`config.mk`:
```
export PLATFORM = sky130hd
export DESIGN_NAME = mux_rr_arbiter
export DESIGN_NICKNAME = d
export VERILOG_FILES = /design/src/rtl/mux_rr_arbiter.sv
export SDC_FILE = /design/constraint.sdc
export NUM_CORES = 1
export LEC_CHECK = 0
export ABC_AREA = 0
export BUFFER_PORTS_ARGS = -buffer_cell sky130_fd_sc_hd__buf_4
export CAP_MARGIN = 20
export CORE_MARGIN = 2
export CORE_UTILIZATION = 40
export DETAILED_ROUTE_END_ITERATION = 16
export PLACE_DENSITY = 0.71
export SLEW_MARGIN = 20
export SYNTH_ARGS = -nofsm -noshare
export SYNTH_HDL_FRONTEND = slang
export SYNTH_SLANG_ARGS = --single-unit
```
`constraint.sdc`:
```
create_clock -name clk -period 1.2 [get_ports clk]
set_input_delay 0.06 -clock clk [delete_from_list [all_inputs] [get_ports clk]]
set_output_delay 0.06 -clock clk [all_outputs]
set_load 0.05 [all_outputs]
```
`src/rtl/mux_rr_arbiter.sv`:
```
// rtl/mux_rr_arbiter.sv - round-robin requester arbiter driving an n-way Mux select and capturing its output
// Define MUX_ARB_FIXED_PRIORITY_EN to replace round-robin with lowest-index-wins priority.
module mux_rr_arbiter #(
    parameter int  SWITCH_BITS = 1,
    parameter int  DATA_WIDTH  = 8,
    localparam int N_CELL      = 1 << SWITCH_BITS
) (
    input  logic                   clk,
    input  logic                   rst_n,
    input  logic [N_CELL-1:0]      req_valid,
    output logic [N_CELL-1:0]      req_ready,
    output logic [SWITCH_BITS-1:0] sel_q,
    input  logic [DATA_WIDTH-1:0]  mux_o,
    output logic                   out_valid,
    input  logic                   out_ready,
    output logic [DATA_WIDTH-1:0]  out_data,
    output logic [SWITCH_BITS-1:0] out_src
);

    typedef enum logic [1:0] {
        IDLE,
        SELECT,
        OUTPUT
    } state_t;

    state_t                 state;
    state_t                 state_nxt;
    logic [SWITCH_BITS-1:0] winner;
    logic                   any_req;

    assign any_req = |req_valid;

`ifdef MUX_ARB_FIXED_PRIORITY_EN
    always_comb begin
        winner = '0;
        for (int i = N_CELL - 1; i >= 0; i--) begin
            if (req_valid[i]) winner = i[SWITCH_BITS-1:0];
        end
    end
`else
    logic [SWITCH_BITS-1:0] last;

    // Scan offsets high to low so the nearest set bit after `last` is assigned last and wins;
    // offset N_CELL wraps to `last` itself, giving it the lowest priority.
    always_comb begin
        logic [SWITCH_BITS-1:0] idx;
        winner = '0;
        idx    = '0;
        for (int i = N_CELL; i >= 1; i--) begin
            idx = last + i[SWITCH_BITS-1:0];
            if (req_valid[idx]) winner = idx;
        end
    end

    always_ff @(posedge clk or negedge rst_n) begin
        if (!rst_n) begin
            last <= '1;
        end else if (state == SELECT && req_valid[sel_q]) begin
            last <= sel_q;
        end
    end
`endif

    always_ff @(posedge clk or negedge rst_n) begin
        if (!rst_n) begin
            state <= IDLE;
        end else begin
            state <= state_nxt;
        end
    end

    always_comb begin
        state_nxt = state;
        case (state)
            IDLE:    if (any_req) state_nxt = SELECT;
            SELECT:  state_nxt = req_valid[sel_q] ? OUTPUT : IDLE;
            OUTPUT:  if (out_ready) state_nxt = IDLE;
            default: state_nxt = IDLE;
        endcase
    end

    // sel_q only moves on IDLE->SELECT, so the Mux output is stable through the capture cycle.
    always_ff @(posedge clk or negedge rst_n) begin
        if (!rst_n) begin
            sel_q     <= '0;
            req_ready <= '0;
            out_valid <= 1'b0;
            out_data  <= '0;
            out_src   <= '0;
        end else begin
            req_ready <= '0;
            case (state)
                IDLE: begin
                    if (any_req) sel_q <= winner;
                end
                SELECT: begin
                    if (req_valid[sel_q]) begin
                        out_data         <= mux_o;
                        out_src          <= sel_q;
                        out_valid        <= 1'b1;
                        req_ready[sel_q] <= 1'b1;
                    end
                end
                OUTPUT: begin
                    if (out_ready) out_valid <= 1'b0;
                end
                default: ;
            endcase
        end
    end

endmodule

```
==> impl_metrics.env <==
export IMPL_seq_area_um2=403
export IMPL_cts_sink_count=16
export IMPL_floorplan_core_area_um2=1490
export IMPL_wirelength_met1_um=540
export IMPL_maxUsedRoutingLayer="met4"
export IMPL_outcome="finished with violations"
export IMPL_ff2ff_setup_slack_ns=-0.13
export IMPL_cts_path_max_buffers=2
export IMPL_hold_violations=0
export IMPL_effective_utilization_at_floorplan=0.421
export IMPL_place_ws_ns=-0.159
export IMPL_clock_tree_htree_level_count=1
export IMPL_min_delay_start="req_valid[1]"
export IMPL_numPortBuffers=25
export IMPL_clk_pin_slew_worst_paths_ns=0.09
export IMPL_setup_violations_final=9
export IMPL_r2r_start="sel_q$_DFFE_PN0P_"
export IMPL_vias_per_cell=4.68
export IMPL_cellPowerDensity_nw_per_um2=3030
export IMPL_detailedRoute_firstPassIterationCount=4
export IMPL_synthCells=43
export IMPL_clk_root_buffer_cell="clkbuf_4"
export IMPL_worst_ir_drop_vdd_v=0.00138
export IMPL_routabilityCongestion=0.760
export IMPL_tightestPinTransition_ns=0.197
export IMPL_grt_total_usage=0.162
export IMPL_number_of_filler_instances_in_the_final_layout=101
export IMPL_maxSlewViolCount=0
export IMPL_number_of_buffers_added_by_the_clock_tree_synthesis_step=3
export IMPL_timing_clock_skew_ns=0.00353
export IMPL_worst_path_max_fanout=10
export IMPL_num_io_pins=26
export IMPL_dr_first_iter_drc_count=3
export IMPL_finalWorstPathRequiredPeriod_ns=1.33
export IMPL_timing_hold_ws_ns=0.0269
export IMPL_number_of_stages_on_the_worst_hold_path=2
export IMPL_max_cap_violations=0
export IMPL_tritoncts="built"
export IMPL_hold_end="state[0]$_DFFE_PN0P_"
export IMPL_postSynthNetCount=56
export IMPL_max_freq_ghz=0.750
export IMPL_avgRoutedWirePerCell_um=12.6
export IMPL_crit_path_top_delay_cell="dfrtp_2"
export IMPL_timing_setup_critical_path_class="flop to flop"
export IMPL_post_synth_num_cell_types=17
export IMPL_nNetsFinal=104
export IMPL_crit_path_end_kind="flop"
export IMPL_placement_cell_area_um2=873
export IMPL_detailed_place_hpwl_um=857
export IMPL_placedCellCount=89
export IMPL_routed_wirelength_um=1340
export IMPL_insertion_delay_ns=0.28
export IMPL_via_count_of_the_first_global_routing_pass=513
export IMPL_fp_dieArea_um2=1900
export IMPL_final_instance_count_excl_fill=106
export IMPL_rsz0062_at_grt="yes"
export IMPL_grt_overflow_total=0
export IMPL_synth_avg_cell_area_um2=14.6
export IMPL_setup_worst_path_start_class="flop"
export IMPL_post_route_drc_count=0
export IMPL_finish_utilization=0.715
export IMPL_route_met2_wl_um=740
export IMPL_critical_path_max_stage_delay_ns=0.42
export IMPL_violations="negative setup slack"
export IMPL_worst_r2r_endpoint="out_data[5]$_DFFE_PN0P_"
export IMPL_setup_ws_final_ns=-0.134
export IMPL_num_vias=496
export IMPL_die_height_um=43.6
export IMPL_grt_antenna_before_repair=0
export IMPL_final_area_um2=1060
export IMPL_diodes=0
export IMPL_timing_critical_path_required_ns=1.37
export IMPL_drive_above_1_share=0.544
export IMPL_r2r_worst_path_cells=4
export IMPL_slew_headroom=0.868
export IMPL_grt_pass1_wl_um=2250
export IMPL_met3_wire_length_um=37
export IMPL_flow_area_growth_from_synthesis_pct=69.9
export IMPL_pin_count_of_the_biggest_net_entering_global_routing=17
export IMPL_leakagePower_nw=0.513
export IMPL_min_delay_path_class="primary input to flop"
export IMPL_multiInputGateArea_um2=245
export IMPL_yosysSeqAreaShare=0.641
export IMPL_die_width_um=43.6
export IMPL_cp_data_arrival_time_ns=1.51
export IMPL_mappedNetlistArea_um2=627
export IMPL_ys_ff_latch=16
export IMPL_antenna_violating_nets_post_route=0
export IMPL_synth_yosys_warnings=0
export IMPL_post_route_period_util=1.11
export IMPL_fp_row_count=14
export IMPL_timing_critical_path_cells="nand2b_4 > a21oi_4 > buf_12 > mux2_2"
[per-layer routing]
metal / global-route usage / up-vias
li1: - / 246
met2: 0.268 / 12
met1: 0.200 / 236
met3: 0.0125 / 2
met4: 0.109 / 0
met5: 0 / -
[cell families (layout without fill, tap and decap cells)]
group | after synthesis | in the layout | share of synthesized area
buf+inv | 0 | 47 | 0
compound gates | 9 | 9 | 0.0998
simple gates | 10 | 10 | 0.116
flops | 16 | 16 | 0.641
mux | 8 | 8 | 0.144
[synthesized netlist by cell type (all sizes together)]
cell type	number	area (um2)
nand3b	1	7.51
mux2	8	90.1
a21oi	2	21.3
nor3b	1	7.51
a31oi	1	6.26
nor2	3	11.3
nand2b	3	33.8
nand2	1	6.26
dfstp	1	26.3
o21ai	4	20.0
o21a	1	7.51
dfrtp	15	375
a21o	1	7.51
or2	1	6.26
[critical path, delay by kind of cell, from the launching register on]
kind / cells / cell delay, ns
compound gates: 1 / 0.17
buf+inv: 1 / 0.15
flops: 1 / 0.42
mux: 1 / 0.32
simple gates: 1 / 0.16
[repair_timing]
item,in CTS,in global routing
gates resized for setup,2,3
setup buffers,1,2
setup endpoints to repair,8,9
pin swaps,1,0
hold endpoints to repair,24,1
hold buffers,9,1
[registers in the layout, summed over array words and instances (netlist names)]
name / cells
out_valid: 1
out_data: 8
last: 1
out_src: 1
req_ready: 2
sel_q: 1
state: 2
[how the worst max path moves through the flow]
| stage | from | end |
|---|---|---|
| final | sel_q$_DFFE_PN0P_ | out_data[5]$_DFFE_PN0P_ |
| after global routing | sel_q$_DFFE_PN0P_ | out_data[5]$_DFFE_PN0P_ |
| after CTS | sel_q$_DFFE_PN0P_ | out_data[5]$_DFFE_PN0P_ |
| after detailed placement | sel_q$_DFFE_PN0P_ | out_data[0]$_DFFE_PN0P_ |
| after global placement | sel_q$_DFFE_PN0P_ | out_data[2]$_DFFE_PN0P_ |
| after floorplan | sel_q$_DFFE_PN0P_ | out_data[0]$_DFFE_PN0P_ |
[placed cells by master (no fill, tap or decap), drive strengths merged]
| cell type | instances |
|---|---|
| a21o | 1 |
| a21oi | 2 |
| a31oi | 1 |
| buf | 33 |
| clkbuf | 4 |
| dfrtp | 15 |
| dfstp | 1 |
| dlygate4sd3 | 10 |
| mux2 | 8 |
| nand2 | 1 |
| nand2b | 3 |
| nand3b | 1 |
| nor2 | 3 |
| nor3b | 1 |
| o21a | 1 |
| o21ai | 4 |
| or2 | 1 |
[cell type report]
| cell class | count | share of cell area |
|---|---|---|
| clock buffers | 4 | 0.0341 |
| multi-input cells | 27 | 0.230 |
| flip-flops and latches | 16 | 0.378 |
| well taps | 16 | 0.0188 |
| repair buffers | 43 | 0.338 |
[through the flow]
stage	power, mW	setup TNS (ns)
6_report	3.22	-0.958
5_1_grt	3.40	-1.26
4_1_cts	3.15	-0.875
3_5_place_dp	2.68	-1.19
3_3_place_gp	2.66	-1.01
2_1_floorplan	2.11	-1.84
[report_power, final]
group          internal (mW)  switching, mW  leakage [nW]  total (mW)
combinational          0.811           1.13         0.302        1.94
sequential             0.808          0.137         0.190       0.945
clock                  0.184          0.156        0.0210       0.340
total                   1.80           1.42         0.513        3.22
No activity file was read; power rests on OpenSTA's default activity.
